<file path="config.mk">
export PLATFORM = sky130hd
export DESIGN_NAME = dmem_arbiter
export DESIGN_NICKNAME = d
export VERILOG_FILES = /design/src/rtl/dmem_arbiter.sv
export SDC_FILE = /design/constraint.sdc
export NUM_CORES = 1
export LEC_CHECK = 0
export CAP_MARGIN = 0
export CORE_AREA = 2 2 118 120
export CTS_BUF_LIST = sky130_fd_sc_hd__clkbuf_8
export DETAILED_ROUTE_END_ITERATION = 10
export DIE_AREA = 0 0 120 122
export GPL_TIMING_DRIVEN = 0
export PLACE_DENSITY = 0.8
export SYNTH_ARGS = -nofsm -noshare
export SYNTH_HDL_FRONTEND = slang
export SYNTH_SLANG_ARGS = --single-unit
</file>
<file path="constraint.sdc">
create_clock -name clk -period 3.4 [get_ports clk]
set_input_delay 0.34 -clock clk [delete_from_list [all_inputs] [get_ports clk]]
set_output_delay 0.34 -clock clk [all_outputs]
set_load 0.1 [all_outputs]
</file>
<file path="src/rtl/dmem_arbiter.sv">
// Two-port round-robin arbiter with atomic lock in front of a single-port data memory.
// Grants are combinational. Responses (rvalid/rdata/err) are registered one cycle after the grant.
module dmem_arbiter #(
    parameter int unsigned DEPTH  = 256,
    parameter int unsigned ADDR_W = 32
) (
    input  logic              clk,
    input  logic              rst_n,
    input  logic              req0,
    input  logic              req1,
    input  logic              we0,
    input  logic              we1,
    input  logic              lock0,
    input  logic              lock1,
    input  logic [ADDR_W-1:0] addr0,
    input  logic [ADDR_W-1:0] addr1,
    input  logic [31:0]       wdata0,
    input  logic [31:0]       wdata1,
    output logic              gnt0,
    output logic              gnt1,
    output logic              rvalid0,
    output logic              rvalid1,
    output logic [31:0]       rdata0,
    output logic [31:0]       rdata1,
    output logic              err0,
    output logic              err1,
    output logic              mem_write,
    output logic [ADDR_W-1:0] mem_address,
    output logic [31:0]       mem_write_data,
    input  logic [31:0]       mem_read_data
);

    localparam int unsigned DATA_W = 32;
    localparam int unsigned WIDX_W = ADDR_W - 2;

    typedef enum logic [1:0] {
        IDLE = 2'd0,
        OWN0 = 2'd1,
        OWN1 = 2'd2
    } state_e;

    state_e            state_q, state_d;
    logic              rr_q, rr_d;
    logic              gnt0_c, gnt1_c;
    logic              aerr0_c, aerr1_c;
    logic              rvalid0_q, rvalid1_q;
    logic              err0_q, err1_q;
    logic [DATA_W-1:0] rdata0_q, rdata1_q;

    // Misaligned byte address or word index beyond the memory.
    function automatic logic addr_err(input logic [ADDR_W-1:0] a);
        return (a[1:0] != 2'b00) || (a[ADDR_W-1:2] >= WIDX_W'(DEPTH));
    endfunction

    assign aerr0_c = addr_err(addr0);
    assign aerr1_c = addr_err(addr1);

    // Grant selection, round-robin pointer and ownership next state.
    always_comb begin
        gnt0_c  = 1'b0;
        gnt1_c  = 1'b0;
        state_d = state_q;
        rr_d    = rr_q;
        case (state_q)
            IDLE: begin
                if (req0 && req1) begin
                    if (!rr_q) gnt0_c = 1'b1;
                    else       gnt1_c = 1'b1;
                    rr_d = ~rr_q;
                end else begin
                    gnt0_c = req0;
                    gnt1_c = req1;
                end
            end
            OWN0:    gnt0_c = req0;
            OWN1:    gnt1_c = req1;
            default: state_d = IDLE;
        endcase
        if (!rst_n) begin
            gnt0_c = 1'b0;
            gnt1_c = 1'b0;
        end
        if (gnt0_c) begin
            state_d = lock0 ? OWN0 : IDLE;
        end else if (gnt1_c) begin
            state_d = lock1 ? OWN1 : IDLE;
        end else if (state_q == OWN0 && !req0 && !lock0) begin
            state_d = IDLE;
        end else if (state_q == OWN1 && !req1 && !lock1) begin
            state_d = IDLE;
        end
    end

    assign gnt0 = gnt0_c;
    assign gnt1 = gnt1_c;

    // Memory port mux; errored writes never reach the memory.
    always_comb begin
        mem_write      = 1'b0;
        mem_address    = '0;
        mem_write_data = '0;
        if (gnt0_c) begin
            mem_write      = we0 && !aerr0_c;
            mem_address    = addr0;
            mem_write_data = wdata0;
        end else if (gnt1_c) begin
            mem_write      = we1 && !aerr1_c;
            mem_address    = addr1;
            mem_write_data = wdata1;
        end
    end

    // State, pointer and one-cycle response registers.
    always_ff @(posedge clk or negedge rst_n) begin
        if (!rst_n) begin
            state_q   <= IDLE;
            rr_q      <= 1'b0;
            rvalid0_q <= 1'b0;
            rvalid1_q <= 1'b0;
            err0_q    <= 1'b0;
            err1_q    <= 1'b0;
            rdata0_q  <= '0;
            rdata1_q  <= '0;
        end else begin
            state_q   <= state_d;
            rr_q      <= rr_d;
            rvalid0_q <= gnt0_c;
            rvalid1_q <= gnt1_c;
            err0_q    <= gnt0_c && aerr0_c;
            err1_q    <= gnt1_c && aerr1_c;
            if (gnt0_c) rdata0_q <= (!we0 && !aerr0_c) ? mem_read_data : '0;
            if (gnt1_c) rdata1_q <= (!we1 && !aerr1_c) ? mem_read_data : '0;
        end
    end

    assign rvalid0 = rvalid0_q;
    assign rvalid1 = rvalid1_q;
    assign err0    = err0_q;
    assign err1    = err1_q;
    assign rdata0  = rdata0_q;
    assign rdata1  = rdata1_q;

endmodule

</file>
==> results of run 1 <==
==> layer usage <==
metal	vias up	global-route usage, %	share of wire [%]
li1	2049	-	-
met1	2143	25.34	38
met2	204	39.17	52
met3	29	6.507	7.5
met4	0	7.647	2.4
met5	-	0	0
==> worst max-delay path, stage by stage <==
cell	delay (ns)
clkdlybuf4s50_1	0.51
nor2b_1	0.27
nand3_2	0.27
inv_2	0.27
buf_2	0.30
a22o_1	0.16
dlygate4sd2_1	0.85
==> power by group <==
part           leakage [uW]  internal (uW)  switching, uW
Clock              0.000108            350            311
Combinational       0.00195            453           1280
Sequential         0.000986            863           15.7
==> state kept, by name, summed over array words and instances, names as in the netlist <==
name	cells
rdata1	32
rvalid1	1
rdata0	32
rvalid0	1
err0	1
state_q	2
err1	1
rr_q	1
==> per-stage QoR <==
stage / setup TNS [ns] / instances / setup slack [ns] / cell area (um^2)
after floorplan: 0 / 399 / 0.8704 / 3836
after global placement: -330.60 / 881 / -3.186 / 7084
after detailed placement: -29.50 / 881 / -0.6547 / 7082
after CTS: 0 / 897 / 0.0007339 / 7243
after global routing: 0 / 897 / 0.0001215 / 7243
final: 0 / 897 / 0.08559 / 7243
==> cell usage in the layout, fill, tap and decap left out, types with 2 or more instances in the layout <==
master           synthesis  routed
clkdlybuf4s50_1          0     234
nand2_1                131     131
dfrtp_1                 71      71
a22o_1                  63      63
o21ai_2                 51      51
dlygate4sd2_1            0      20
clkdlybuf4s15_2          0      20
clkdlybuf4s15_1          0      19
buf_6                   10      11
buf_2                   10      10
nor4_1                  10      10
clkbuf_8                 0      10
o21ai_1                  9       9
clkbuf_1                 7       7
clkbuf_2                 0       7
nor2_1                   4       4
a21oi_1                  4       4
o21ai_0                  4       4
nand2b_1                 3       3
buf_4                    3       3
clkinv_2                 0       3
inv_2                    2       2
nor4_2                   2       2
nand4_1                  2       2
or3_4                    2       2
dlymetal6s2s_1           1       2
inv_1                    0       2
==> cell families (layout without fill, tap and decap cells) <==
family / Yosys count / after routing / synth area share (%)
compound gates: 134 / 134 / 29.32
flops: 71 / 71 / 46.31
buf+inv: 34 / 352 / 6.262
xor+xnor: 1 / 1 / 0.2284
simple gates: 159 / 159 / 17.87
==> worst paths after layout <==
kind | slack, ns | to | startpoint
setup / recovery | 0.09 | mem_address[9] | req0
hold / removal | -0.02 | rdata0[31]$_DFFE_PN0P_ | rst_n
setup reg to reg | 1.49 | rdata0[26]$_DFFE_PN0P_ | state_q[1]$_DFFE_PN0P_
hold reg to reg | 0.48 | rdata0[10]$_DFFE_PN0P_ | rdata0[10]$_DFFE_PN0P_
max in group asynchronous | 2.91 | rdata1[2]$_DFFE_PN0N_ | rst_n
min in group clk | 0.48 | rdata0[10]$_DFFE_PN0P_ | rdata0[10]$_DFFE_PN0P_
==> layout make-up <==
type                            count  area [um^2]  area share (%)
Buffer                             32        232.7           3.213
Clock buffer                       10        137.6           1.900
Clock inverter                      6        52.55          0.7255
Inverter                            2        7.507          0.1036
Multi-Input combinational cell    294         1819           25.12
Sequential cell                    71         1777           24.53
Tap cell                          180        225.2           3.109
Timing Repair Buffer              302         2992           41.30
==> run metrics, run 1 <==
gr ovfl total 0; Post-Synthesis Cells 399; clk sinks 71; synthesized area 0.003836 mm^2; Die Wd 120 um; Synth Flop Type dfrtp_1; FP Rows 43; cell depth of the worst flop-to-flop path 6; first-pass GRT wire length 24.22 mm; power per standard cell area 451.2 mW/mm^2; violations in the final reports negative hold slack; Leak 0.003043 uW; max_cap viols 0; final worst clock skew 0.006562 ns; initial antenna violation count 0; Power Total 3268 uW; fin nets 880; Fmax 301.7 MHz; max-slew violations 0; die height 122 um; critical path endpoint category output pin; worst skew pair latency 0.36 ns; Synth top area share 46.31%; sequential area share after synthesis 46.31%; Least-Margin Pin Slew 1.126 ns; root buffer cell clkbuf_8; Tmin final 3.314 ns; vias in the first global route 4491; worst-path maximum fanout 10; Syn Nets 567; DRT Wirelength 16.83 mm; Total GRT Usage 22.08%; initial DRC count 283; postcts setup bufs 0; area delta synth->final 88.81%; Post-synth top cells 131 x nand2_1, 71 x dfrtp_1, 63 x a22o_1, 51 x o21ai_2; dominant cell type by area after synthesis dfrtp_1; Initial Util 28.41%; Synth area leaders dfrtp_1 46%, a22o_1 14%, nand2_1 13%; crit share post-route 97.48%; peak supply drop 0.0002494 V; RSZ-0062 raised after global routing false; Post-CTS Hold Buffers 0; WS Path Type primary input to output pin; DIE AREA 0.01464 mm^2; Top Ports 303; CTS max path bufs 2; CTS tree built; Startpoint Class primary input; Remaining DRCs 0; final hold violations 17; #FFs+latches synth 71; antenna-violating nets left 0; core area 0.01350 mm^2; EDFF count, synth 0; most numerous cell in the Yosys netlist nand2_1; final setup fails 0; fillers 1207; Max H-tree Level 3; CTS clk-pin slew, worst paths 0.07 ns; share of cells above drive strength 1 17.43%; Port Buf Inserts 302; Ys Warns 0; Routed wire per std cell 18.76 um; vias 4425; Min Hold Slack -0.01985 ns; Diodes inserted 0; post-CTS resize count 107; Arr. time, crit path 2.97 ns; Via density 4.933; Synth async-reset ratio 100.0%; Pre-antenna DRT Iters 5; Yosys cell types 29; status finished with violations; Mean Syn Cell Area 9.614 um^2; total CTS buffers 9; worst rel slew slack 24.67%; largest net degree at the start of global routing 74; Hold WC Path Type primary input to async pin; CP required 3.06 ns; HPWL after DPL 13.63 mm; post-layout util 53.64%; RD Place Congestion 0.8366
No activity file was read; power rests on OpenSTA's default activity.
==> run 2: changes to the inputs <==
--- a/config.mk
+++ b/config.mk
@@ -6,12 +6,13 @@
 export NUM_CORES = 1
 export LEC_CHECK = 0
 export CAP_MARGIN = 0
-export CORE_AREA = 2 2 118 120
+export CORE_ASPECT_RATIO = 1.1
+export CORE_MARGIN = 10
+export CORE_UTILIZATION = 37
 export CTS_BUF_LIST = sky130_fd_sc_hd__clkbuf_8
 export DETAILED_ROUTE_END_ITERATION = 10
-export DIE_AREA = 0 0 120 122
 export GPL_TIMING_DRIVEN = 0
-export PLACE_DENSITY = 0.8
+export PLACE_DENSITY = 0.95
 export SYNTH_ARGS = -nofsm -noshare
 export SYNTH_HDL_FRONTEND = slang
 export SYNTH_SLANG_ARGS = --single-unit
==> run 2 against run 1 <==
  * The run still ends with negative hold slack left
  * Cell area is 0.38% higher
  * Sequential power barely moved
  * Clock skew down 0.00075 ns
  * Via count up 0.99%
  * Die area up 1.4%
  * Wire length grew 16%
  * Core utilization increased by 19 points
  * Combinational power is essentially flat
  * Critical path type unchanged
  * Critical endpoint is now mem_write_data[2]
==> run metrics, run 2 (synthesis gave the netlist of run 1 again) <==
Hold WC Path Type primary input to async pin; Fmax 314.9 MHz (+4.4%); WS Path Type primary input to output pin; antenna-violating nets left 0 (unchanged); Pre-antenna DRT Iters 4 (-1); Port Buf Inserts 302 (unchanged); RR Endpoint rdata0[8]$_DFFE_PN0P_; violations in the final reports negative hold slack; largest net degree at the start of global routing 74 (unchanged); RD Place Congestion 0.8825 (+5.5%); vias 4469 (+0.99%); RSZ-0062 raised after global routing false; most common library cell in the layout ignoring fill and taps clkdlybuf4s50_1; peak supply drop 0.0003385 V (+36%); HPWL after DPL 16.32 mm (+20%); power per standard cell area 446.1 mW/mm^2 (-1.1%); initial DRC count 263 (-7.1%); CTS tree built; clk sinks 71 (unchanged); CP required 3.06 ns (about the same); root buffer cell clkbuf_8; worst rel slew slack 26.09% (+1.4 points); Final Cell Area 0.007271 mm^2 (+0.38%); die height 126.8 um (+3.9%); fin nets 880 (unchanged); critical path endpoint category output pin; Startpoint Class primary input; Top Ports 303 (unchanged); max-slew violations 0 (unchanged); Least-Margin Pin Slew 1.105 ns (-0.02112 ns); Max H-tree Level 3 (unchanged); Arr. time, crit path 2.84 ns (-0.13 ns); final setup fails 0 (unchanged); Routed wire per std cell 23.26 um (+24%); status finished with violations; vias in the first global route 4822 (+7.4%); dpl cells 821 (-6.8%); share of cells above drive strength 1 22.87% (+5.4 points); CTS max path bufs 2 (unchanged); initial antenna violation count 2 (+2); first-pass GRT wire length 29.04 mm (+20%); setup TNS 0 ns (unchanged); DRT Wirelength 19.51 mm (+16%); max_cap viols 0 (unchanged); crit share post-route 93.41% (-4.1 points); Post-CTS Hold Buffers 0 (unchanged); worst-path maximum fanout 10 (unchanged); cell depth of the worst flop-to-flop path 6 (unchanged); Initial Util 38.42% (+10 points); Die Wd 117.1 um (-2.4%); Min Hold Slack -0.006463 ns (+0.01339 ns); total CTS buffers 9 (unchanged); DIE AREA 0.01485 mm^2 (+1.4%); Remaining DRCs 0 (unchanged); FP Rows 38 (-12%); non-filler cells, final 839 (-6.5%); Total GRT Usage 25.77% (+3.7 points); area delta synth->final 89.53%; final hold violations 12 (-5); most frequent cells in the layout 234 x clkdlybuf4s50_1, 131 x nand2_1, 71 x dfrtp_1; worst skew pair latency 0.35 ns (about the same); Via density 5.327 (+8.0%); gr ovfl total 0 (unchanged); Tmin final 3.176 ns (-0.1384 ns); DP Area 0.007007 mm^2 (-1.1%); worst reg2reg startpoint state_q[1]$_DFFE_PN0P_; Leak 0.002943 uW (-3.3%); core area 0.009985 mm^2 (-26%); r2r setup slk 1.48 ns (about the same); CTS clk-pin slew, worst paths 0.07 ns (about the same); final worst clock skew 0.005815 ns (-0.0007472 ns)
[run 2: repair_timing]
item,4_1_cts,5_1_grt
hold endpoints to repair,0,0
resized for setup,197,2
endpoints found under the setup margin,67,21
gates cloned,0,0
buffers inserted,0,0
[run 2: power breakdown]
group	switching [uW]	internal (uW)	leakage [uW]
registers	16.9	863	0.000986
clock network	307	297	0.000100
logic	1280	481	0.00186
[run 2: cell type report]
class / count / area, um^2
well taps: 120 / 150.1
inverters: 2 / 7.507
clock buffers: 11 / 151.4
flip-flops and latches: 71 / 1777
repair buffers: 302 / 3104
diodes: 2 / 5.005
clock inverters: 5 / 23.77
plain buffers: 32 / 232.7
multi-input cells: 294 / 1819
fillers: 696 / 2714
[run 2: through the flow]
stage	utilization [%]	total power, uW	worst slack, ns
after detailed placement	70.18	2684	-0.5646
after CTS	72.72	3254	0.03455
after floorplan	-	2102	0.8704
after global placement	70.20	2666	-3.069
final	72.82	3244	0.2240
after global routing	72.77	3353	0.1160
[run 2: worst max-delay path by stage]
stage	startpoint	to	slack [ns]	cells past startpoint
after CTS	rst_n	mem_write_data[2]	0.03	7
after floorplan	state_q[1]$_DFFE_PN0P_	mem_write_data[22]	0.87	5
final	req0	mem_write_data[2]	0.22	8
after global routing	req0	mem_write_data[2]	0.12	8
after detailed placement	rst_n	mem_write_data[2]	-0.56	7
after global placement	rst_n	mem_write_data[2]	-3.07	7
[run 2: routing by layer]
| metal | up-vias | track usage [%] | part of all wire, % |
|---|---|---|---|
| met3 | 38 | 8.062 | 10 |
| met1 | 2143 | 27.90 | 35 |
| met4 | 2 | 10.41 | 3.0 |
| li1 | 2050 | - | - |
| met5 | - | 0 | 0.051 |
| met2 | 236 | 45.18 | 52 |
[run 2: critical path: stages]
cell	delay, ns
clkdlybuf4s50_1	0.54
nor2b_1	0.24
nand3_2	0.25
inv_2	0.27
buf_4	0.22
buf_4	0.20
a22o_1	0.16
clkdlybuf4s15_2	0.60
